<file path="src/rtl/const_div_seq.sv">
// const_div_seq: divides a WIDTH-bit unsigned dividend by the constant DIVISOR,
//   retiring CHUNK quotient bits per cycle (MSB chunk first) and carrying the
//   partial remainder between chunks.
// Latency: NCH = ceil(WIDTH/CHUNK) cycles from the accepting edge to out_valid.
//   With CONST_DIV_ZERO_SKIP_EN defined, all-zero leading chunks are skipped
//   and latency is (highest nonzero chunk + 1), minimum 1.
// Backpressure: valid/ready on both sides. The result is held in DONE until
//   out_ready. in_ready = IDLE | (DONE & out_ready), so back-to-back accepts
//   happen on the same edge that retires the previous result.
// Ports: clk, rst (sync, active high), in_valid/in_ready/dividend,
//   out_valid/out_ready/quotient/remainder.
module const_div_seq #(
   parameter int WIDTH   = 64,
   parameter int DIVISOR = 3,
   parameter int CHUNK   = 6,
   parameter int REM_W   = $clog2(DIVISOR)
) (
   input  logic             clk,
   input  logic             rst,
   input  logic             in_valid,
   output logic             in_ready,
   input  logic [WIDTH-1:0] dividend,
   output logic             out_valid,
   input  logic             out_ready,
   output logic [WIDTH-1:0] quotient,
   output logic [REM_W-1:0] remainder
);

   localparam int NCH = (WIDTH + CHUNK - 1) / CHUNK;
   localparam int PW  = NCH * CHUNK;
   localparam int IW  = (NCH > 1) ? $clog2(NCH) : 1;
   localparam int TW  = REM_W + CHUNK;

   typedef enum logic [1:0] {IDLE, BUSY, DONE} state_t;

   state_t           state, state_next;
   logic [PW-1:0]    dreg;
   logic [REM_W-1:0] r;
   logic [IW-1:0]    idx;
   logic [IW-1:0]    start_idx;
   logic [WIDTH-1:0] q_reg;
   logic [WIDTH-1:0] q_next;
   logic [REM_W-1:0] rem_reg;
   logic [PW-1:0]    din_pad;
   logic [CHUNK-1:0] cur_chunk;
   logic [TW-1:0]    t;
   logic [CHUNK-1:0] qchunk;
   logic [REM_W-1:0] r_next;
   logic             accept;
   logic             last;
`ifdef CONST_DIV_ZERO_SKIP_EN
   logic             first;
`endif

   assign accept    = in_valid & in_ready;
   assign last      = (idx == '0);
   assign quotient  = q_reg;
   assign remainder = rem_reg;

   // ---------------- FSM: state register ----------------
   always_ff @(posedge clk) begin
      if (rst) state <= IDLE;
      else     state <= state_next;
   end

   // ---------------- FSM: next state ----------------
   always_comb begin
      state_next = state;
      case (state)
         IDLE:    if (in_valid) state_next = BUSY;
         BUSY:    if (last) state_next = DONE;
         DONE:    if (out_ready) state_next = in_valid ? BUSY : IDLE;
         default: state_next = IDLE;
      endcase
   end

   // ---------------- FSM: outputs ----------------
   always_comb begin
      in_ready  = 1'b0;
      out_valid = 1'b0;
      case (state)
         IDLE: in_ready = 1'b1;
         DONE: begin
            out_valid = 1'b1;
            in_ready  = out_ready;
         end
         default: ;
      endcase
   end

   // ---------------- Datapath ----------------
   // Zero-extend so the MSB chunk carries the padding.
   assign din_pad = PW'(dividend);

   // Starting chunk index: always the top chunk, or the highest nonzero chunk
   // when leading-zero skipping is enabled (r = 0 is exact for skipped chunks).
`ifdef CONST_DIV_ZERO_SKIP_EN
   always_comb begin
      start_idx = '0;
      for (int j = 0; j < NCH; j++) begin
         if (|din_pad[j*CHUNK +: CHUNK]) start_idx = IW'(j);
      end
   end
`else
   assign start_idx = IW'(NCH - 1);
`endif

   // r < DIVISOR, so t fits REM_W+CHUNK bits and t/DIVISOR fits CHUNK bits.
   assign cur_chunk = dreg[int'(idx)*CHUNK +: CHUNK];
   assign t         = {r, cur_chunk};
   assign qchunk    = CHUNK'(t / TW'(DIVISOR));
   assign r_next    = REM_W'(t % TW'(DIVISOR));

   // Merge the new quotient chunk; bits of the top chunk beyond WIDTH drop out.
   always_comb begin
      q_next = q_reg;
      for (int b = 0; b < WIDTH; b++) begin
         if (b / CHUNK == int'(idx)) q_next[b] = qchunk[b % CHUNK];
`ifdef CONST_DIV_ZERO_SKIP_EN
         // First BUSY cycle: zero the skipped upper chunks of the old result.
         if (first && (b / CHUNK > int'(idx))) q_next[b] = 1'b0;
`endif
      end
   end

   always_ff @(posedge clk) begin
      if (rst) begin
         dreg    <= '0;
         r       <= '0;
         idx     <= '0;
         q_reg   <= '0;
         rem_reg <= '0;
`ifdef CONST_DIV_ZERO_SKIP_EN
         first   <= 1'b0;
`endif
      end else if (accept) begin
         dreg    <= din_pad;
         r       <= '0;
         idx     <= start_idx;
`ifdef CONST_DIV_ZERO_SKIP_EN
         first   <= 1'b1;
`endif
      end else if (state == BUSY) begin
         r       <= r_next;
         q_reg   <= q_next;
`ifdef CONST_DIV_ZERO_SKIP_EN
         first   <= 1'b0;
`endif
         if (last) rem_reg <= r_next;
         else      idx     <= idx - 1'b1;
      end
   end

endmodule

</file>
<file path="config.mk">
export PLATFORM = sky130hd
export DESIGN_NAME = const_div_seq
export DESIGN_NICKNAME = d
export VERILOG_FILES = /design/src/rtl/const_div_seq.sv
export SDC_FILE = /design/constraint.sdc
export NUM_CORES = 1
export LEC_CHECK = 0
export ABC_AREA = 1
export BUFFER_PORTS_ARGS = -buffer_cell sky130_fd_sc_hd__buf_2
export CORE_MARGIN = 3
export CORE_UTILIZATION = 54
export CTS_CLUSTER_SIZE = 16
export DETAILED_ROUTE_END_ITERATION = 10
export GPL_ROUTABILITY_DRIVEN = 0
export GPL_TIMING_DRIVEN = 0
export PLACE_DENSITY = 0.8
export SYNTH_ARGS = -nofsm -noshare
export SYNTH_HDL_FRONTEND = slang
export SYNTH_SLANG_ARGS = --single-unit
</file>
<file path="constraint.sdc">
create_clock -name clk -period 3.9 [get_ports clk]
set_input_delay 0.195 -clock clk [delete_from_list [all_inputs] [get_ports clk]]
set_output_delay 0.195 -clock clk [all_outputs]
set_load 0.01 [all_outputs]
</file>
==> flow_summary.json, run 1 <==
{
  "outcome": "finished, final reports clean",
  "final_nets": 1141,
  "critical_path_class": "reg -> reg",
  "fp.dieW_um": 112,
  "cts.path.max_buffers": 2,
  "dp.cells": 1113,
  "finalCritPeriodShare_pct": 98.3,
  "synthesis.nets": 910,
  "setup_ws_ns": 0.0665,
  "ant_nets": 0,
  "drcViolationCount": 0,
  "critical-path-top-delay-family": "simple AND/OR/NAND/NOR gates",
  "routedWlPerCell_um": 16.3,
  "antenna_cells": 0,
  "syn-cell-area_sq_um": 6050,
  "seqCellArea_sq_um": 2770,
  "final_cells": 1224,
  "ys_warn_count": 0,
  "synth.distinct_cells": 34,
  "worstMarginPinSlew_ns": 0.954,
  "worstReg2RegEnd": "quotient[18]",
  "critPathBufInv": 7,
  "utilization_pct": 78.1,
  "r2r_setup_slack_ns": 0.07,
  "yosysSeqAreaShare_pct": 45.7,
  "timing.hold.ws_ns": 0.0392,
  "finalHoldViolCount": 0,
  "cts_sinks": 138,
  "grt_max_degree": 17,
  "dr_total_vias": 6650,
  "detailedRoute.firstPassIterationCount": 6,
  "insertion_delay_ns": 0.54,
  "dp_slack_ns": -0.141,
  "multi_input_area_sq_um": 2590,
  "die_h_um": 112,
  "whs_path_depth": 3,
  "worstReg2RegStart": "idx[1]",
  "rsz0062_at_grt": "true",
  "cts_made_buffers": 17,
  "drt_wl_total_um": 20000,
  "max_freq_ghz": 0.261,
  "slowest_stage": "dfxtp_1",
  "num_rows": 38,
  "ys_seq_elements": 138,
  "io_pins": 136,
  "min_to": "dreg[54]",
  "cts-root-buf": "clkbuf_8",
  "grt_pass1_wl_um": 29100,
  "relSlewSlack_pct": 36.4,
  "h-tree-depth": 4,
  "core_region_area_sq_um": 10900,
  "drv_slew": 0,
  "antenna_found_initial": 0,
  "holdCritPathClass": "in -> reg",
  "cts.clk_slew.worst_paths_ns": 0.06,
  "final_common_cell": "inv_1",
  "synth_area_per_cell_sq_um": 7.20,
  "netlist_instances": 840,
  "port_buffers": 133,
  "required_ns": 4.33,
  "cellLeakagePower_nw": 4.13,
  "setup_violations": 0,
  "gr-total-overflow": 0,
  "areaGrowthSynthToFinish_pct": 40.5,
  "vdd.ir_drop.worst_uv": 407,
  "min_from": "dividend[54]",
  "cts_tree": "done",
  "period_needed_ns": 3.83,
  "grt_pass1_vias": 6029,
  "skew_ns": 0.0108,
  "final_cell_mix": "inv_1 (177), dfxtp_1 (137), buf_2 (134), a21oi_1 (134), nand2_1 (90)",
  "dieArea_sq_um": 12500,
  "reg2regPathDepth": 31,
  "viasPerCell": 5.43,
  "cpPeakStageDelay_ns": 0.32,
  "critical_path.max_fanout": 7,
  "initial_core_util_pct": 55.6,
  "grt_usage_pct": 28.8,
  "start_kind": "flip-flop",
  "arrival_ns": 4.27,
  "drt_iter0_markers": 742,
  "power_density_nw_per_um2": 474,
  "drive_gt1_share_pct": 22.4,
  "hpwl_um": 11600,
  "cap_viol_max_count": 0,
  "fillCellCount": 719,
  "cp_common_cell": "nand2_4",
  "end_kind": "flip-flop"
}
## worst max path at each step
stage | startpoint | to | slack [ns] | depth (start not counted)
2_1_floorplan | idx[0] | quotient[0] | 0.49 | 27
3_3_place_gp | idx[0] | quotient[0] | -0.09 | 27
3_5_place_dp | idx[0] | quotient[0] | -0.14 | 27
4_1_cts | idx[1] | quotient[36] | 0.02 | 32
5_1_grt | idx[2] | quotient[18] | -0.14 | 27
6_report | idx[1] | quotient[18] | 0.07 | 31
## kinds of logic (layout without fill, tap and decap cells)
family	after synthesis	in the layout	share of synthesized area, %
AOI/OAI and AO/OA	275	275	24.4
and+or+nand+nor	188	188	14.2
xor gates and xnor gates	1	1	0.145
buffers and inverters	236	480	15.1
adders and majority gates	2	2	0.414
DFF	138	138	45.7
## where the power goes
| part | internal, mW | switching, mW |
|---|---|---|
| Clock | 0.968 | 0.644 |
| Sequential | 1.49 | 0.0390 |
| Combinational | 0.346 | 0.541 |
## cell type report
type                    instances  area share [%]
plain buffers                  51            2.77
well taps                     140            2.06
repair buffers                212            16.9
multi-input cells             466            30.5
inverters                     185            8.26
clock inverters                12            1.62
flip-flops and latches        138            32.5
clock buffers                  20            5.36
## layer usage
layer	track usage (%)	up-vias	wire, um
met1	35.9	3009	7920
met5	0	-	0
met3	7.55	91	1680
met2	48.1	387	9560
met4	10.5	0	816
li1	-	3163	-
## state kept, by name, summed over array words and instances, names as in the netlist
name       count
state          2
r              2
dreg          64
idx            4
quotient      64
remainder      2
## Yosys cell counts
library cell | number | share of area, %
nand2_1 | 102 | 6.3
and2_1 | 1 | 0.10
nand4_1 | 1 | 0.10
clkbuf_1 | 47 | 2.9
nand3_2 | 3 | 0.50
xor2_1 | 1 | 0.14
nor2_1 | 11 | 0.68
o22ai_1 | 9 | 0.93
a21oi_2 | 1 | 0.14
or2_1 | 1 | 0.10
dfxtp_1 | 138 | 46
o2111ai_1 | 1 | 0.14
nor2_4 | 3 | 0.56
ha_1 | 2 | 0.41
nand2_4 | 1 | 0.19
inv_1 | 179 | 11
o21ai_1 | 13 | 1.1
a22oi_2 | 1 | 0.21
o21a_1 | 4 | 0.50
o21bai_1 | 6 | 0.74
a21oi_1 | 135 | 11
nand3_1 | 54 | 4.5
inv_2 | 5 | 0.31
nand3b_1 | 2 | 0.25
o221ai_1 | 5 | 0.72
clkinv_1 | 1 | 0.062
nand2_2 | 6 | 0.62
a221oi_1 | 3 | 0.43
buf_6 | 4 | 0.74
a31oi_1 | 1 | 0.10
a21o_1 | 1 | 0.12
nor2_2 | 3 | 0.31
a22oi_1 | 6 | 0.74
o21ai_0 | 89 | 7.4
## stage by stage
stage	area (sq um)	total power [mW]	TNS [ns]
after floorplan	6050	1.96	0
after global routing	8500	4.16	-1.64
after CTS	8190	3.80	0
after global placement	6890	2.15	-0.814
final	8500	4.02	0
after detailed placement	6890	2.16	-1.62
## worst min-delay path: stages
cell and delay, ns:
buf_2 0.09, o21ai_0 0.09, a21oi_1 0.14
## repair_timing
action | CTS | global route
endpoints found under the setup margin | 15 | 15
setup buffers | 6 | 9
endpoints found under the hold margin | 63 | 0
gates resized for setup | 9 | 53
pin swaps | 3 | 17
hold buffers | 63 | 0
gates cloned | 0 | 1
No activity file was read; power rests on OpenSTA's default activity.
==> inputs of run 2 (changes only) <==
Clock period 3.9 ns to 3.76 ns, I/O delays scaled along.
==> run 2 against run 1 <==
The run now ends with setup timing left. Critical path depth fell by 3. Clock power is 4% higher. First-iteration DRC count increased by 3.8%. Combinational power is 5.6% higher. Clock-buffer cell count unchanged. Via count is 0.74% higher. Critical endpoint is now quotient[30]. Largest power group unchanged.
==> flow_summary.json, run 2 (same netlist as run 1, synthesis figures left out) <==
{
  "grt_pass1_vias": 6097,
  "gr-total-overflow": 0,
  "cap_viol_max_count": 0,
  "rsz0062_at_grt": "true",
  "fillCellCount": 701,
  "period_needed_ns": 3.90,
  "drv_slew": 0,
  "cellLeakagePower_nw": 4.16,
  "cts-root-buf": "clkbuf_8",
  "drt_wl_total_um": 20500,
  "cts.path.max_buffers": 2,
  "core_region_area_sq_um": 10900,
  "relSlewSlack_pct": 37.4,
  "antenna_cells": 0,
  "port_buffers": 133,
  "ant_nets": 0,
  "hpwl_um": 11600,
  "initial_core_util_pct": 55.6,
  "arrival_ns": 4.33,
  "cts.clk_slew.worst_paths_ns": 0.07,
  "grt_usage_pct": 28.8,
  "routedWlPerCell_um": 16.6,
  "violations": "setup timing",
  "cts_made_buffers": 17,
  "dieArea_sq_um": 12500,
  "slowest_stage": "dfxtp_2",
  "final_common_cell": "inv_1",
  "grt_max_degree": 17,
  "dp.cells": 1113,
  "drcViolationCount": 0,
  "final_nets": 1148,
  "drt_iter0_markers": 770,
  "max_freq_ghz": 0.256,
  "outcome": "complete, but fails checks",
  "power_density_nw_per_um2": 487,
  "start_kind": "flip-flop",
  "utilization_pct": 79.0,
  "final_cells": 1231,
  "cts_sinks": 138,
  "dp_slack_ns": -0.281,
  "cp_common_cell": "nand2_2",
  "fin_tns_setup_ns": -1.55,
  "critical_path.max_fanout": 8,
  "timing.hold.ws_ns": 0.0183,
  "required_ns": 4.19,
  "h-tree-depth": 4,
  "num_rows": 38,
  "final_cell_mix": "inv_1 (175), dfxtp_1 (135), a21oi_1 (134), buf_2 (133), o21ai_0 (89)",
  "critical_path_class": "reg -> reg",
  "drive_gt1_share_pct": 23.9,
  "worstMarginPinSlew_ns": 0.939,
  "finalHoldViolCount": 0,
  "antenna_found_initial": 0,
  "grt_pass1_wl_um": 29200,
  "cpPeakStageDelay_ns": 0.35,
  "detailedRoute.firstPassIterationCount": 6,
  "fp.dieW_um": 112,
  "setup_violations": 15,
  "viasPerCell": 5.44,
  "insertion_delay_ns": 0.54,
  "setup_ws_ns": -0.142,
  "end_kind": "flip-flop",
  "io_pins": 136,
  "holdCritPathClass": "in -> reg",
  "skew_ns": 0.0117,
  "finalCritPeriodShare_pct": 104,
  "cts_tree": "done",
  "vdd.ir_drop.worst_uv": 419,
  "dr_total_vias": 6699,
  "areaGrowthSynthToFinish_pct": 42.2,
  "die_h_um": 112
}
## run 2: cell types whose count changed in the layout (fill, tap and decap cells not counted), sizes merged
cell / change
buf: +6
clkinv: +1
inv: -1
clkbuf: +1
## run 2: stage by stage
step / power [mW] / cell area, sq um
final: 4.19 / 8600
after global routing: 4.32 / 8600
after CTS: 3.96 / 8230
after detailed placement: 2.24 / 6890
after global placement: 2.23 / 6890
after floorplan: 2.03 / 6050
## run 2: path summary, 6_finish.rpt
kind | cells after the start | startpoint | endpoint | slack, ns
max reg2reg | 28 | idx[0] | quotient[30] | -0.14
min | 3 | dividend[54] | dreg[54] | 0.02
min reg2reg | 2 | dreg[27] | dreg[27] | 0.46
max | 28 | idx[0] | quotient[30] | -0.14
## run 2: layout make-up
| cell class | count | area (sq um) | area share, % |
|---|---|---|---|
| clock buffer | 20 | 455 | 5.29 |
| timing repair buffer | 219 | 1490 | 17.3 |
| multi-input combinational | 466 | 2620 | 30.4 |
| inverter | 185 | 714 | 8.30 |
| clock inverter | 12 | 138 | 1.60 |
| tap | 140 | 175 | 2.04 |
| buffer | 51 | 246 | 2.87 |
| sequential | 138 | 2770 | 32.2 |
## run 2: worst max-delay path: cells and delay by family (launching register included)
kind                     cells  cell delay (ns)
AO/OA/AOI/OAI                3             0.41
XOR/XNOR                     1             0.17
adder cells (fa/ha/maj)      2             0.39
buffers and inverters        5             0.56
flip-flops                   1             0.35
AND/OR/NAND/NOR             17             1.89
## run 2: power breakdown
group,total [mW],internal [mW],switching (mW)
clock,1.67,1.00,0.664
combinational,0.937,0.368,0.569
sequential,1.59,1.54,0.0426
## run 2: per-layer routing
metal	vias to the layer above	track usage, %	part of all wire (%)
met5	-	0	0
met4	0	11.3	5.0
met3	114	6.85	8.2
met2	374	47.5	48
met1	3036	36.6	39
li1	3175	-	-
## run 2: timing repair
action,4_1_cts,5_1_grt
gates cloned,0,1
gates resized for setup,16,62
pin swaps,4,21
hold endpoints to repair,63,0
hold buffers,63,0
setup endpoints to repair,15,15
buffers inserted,9,13
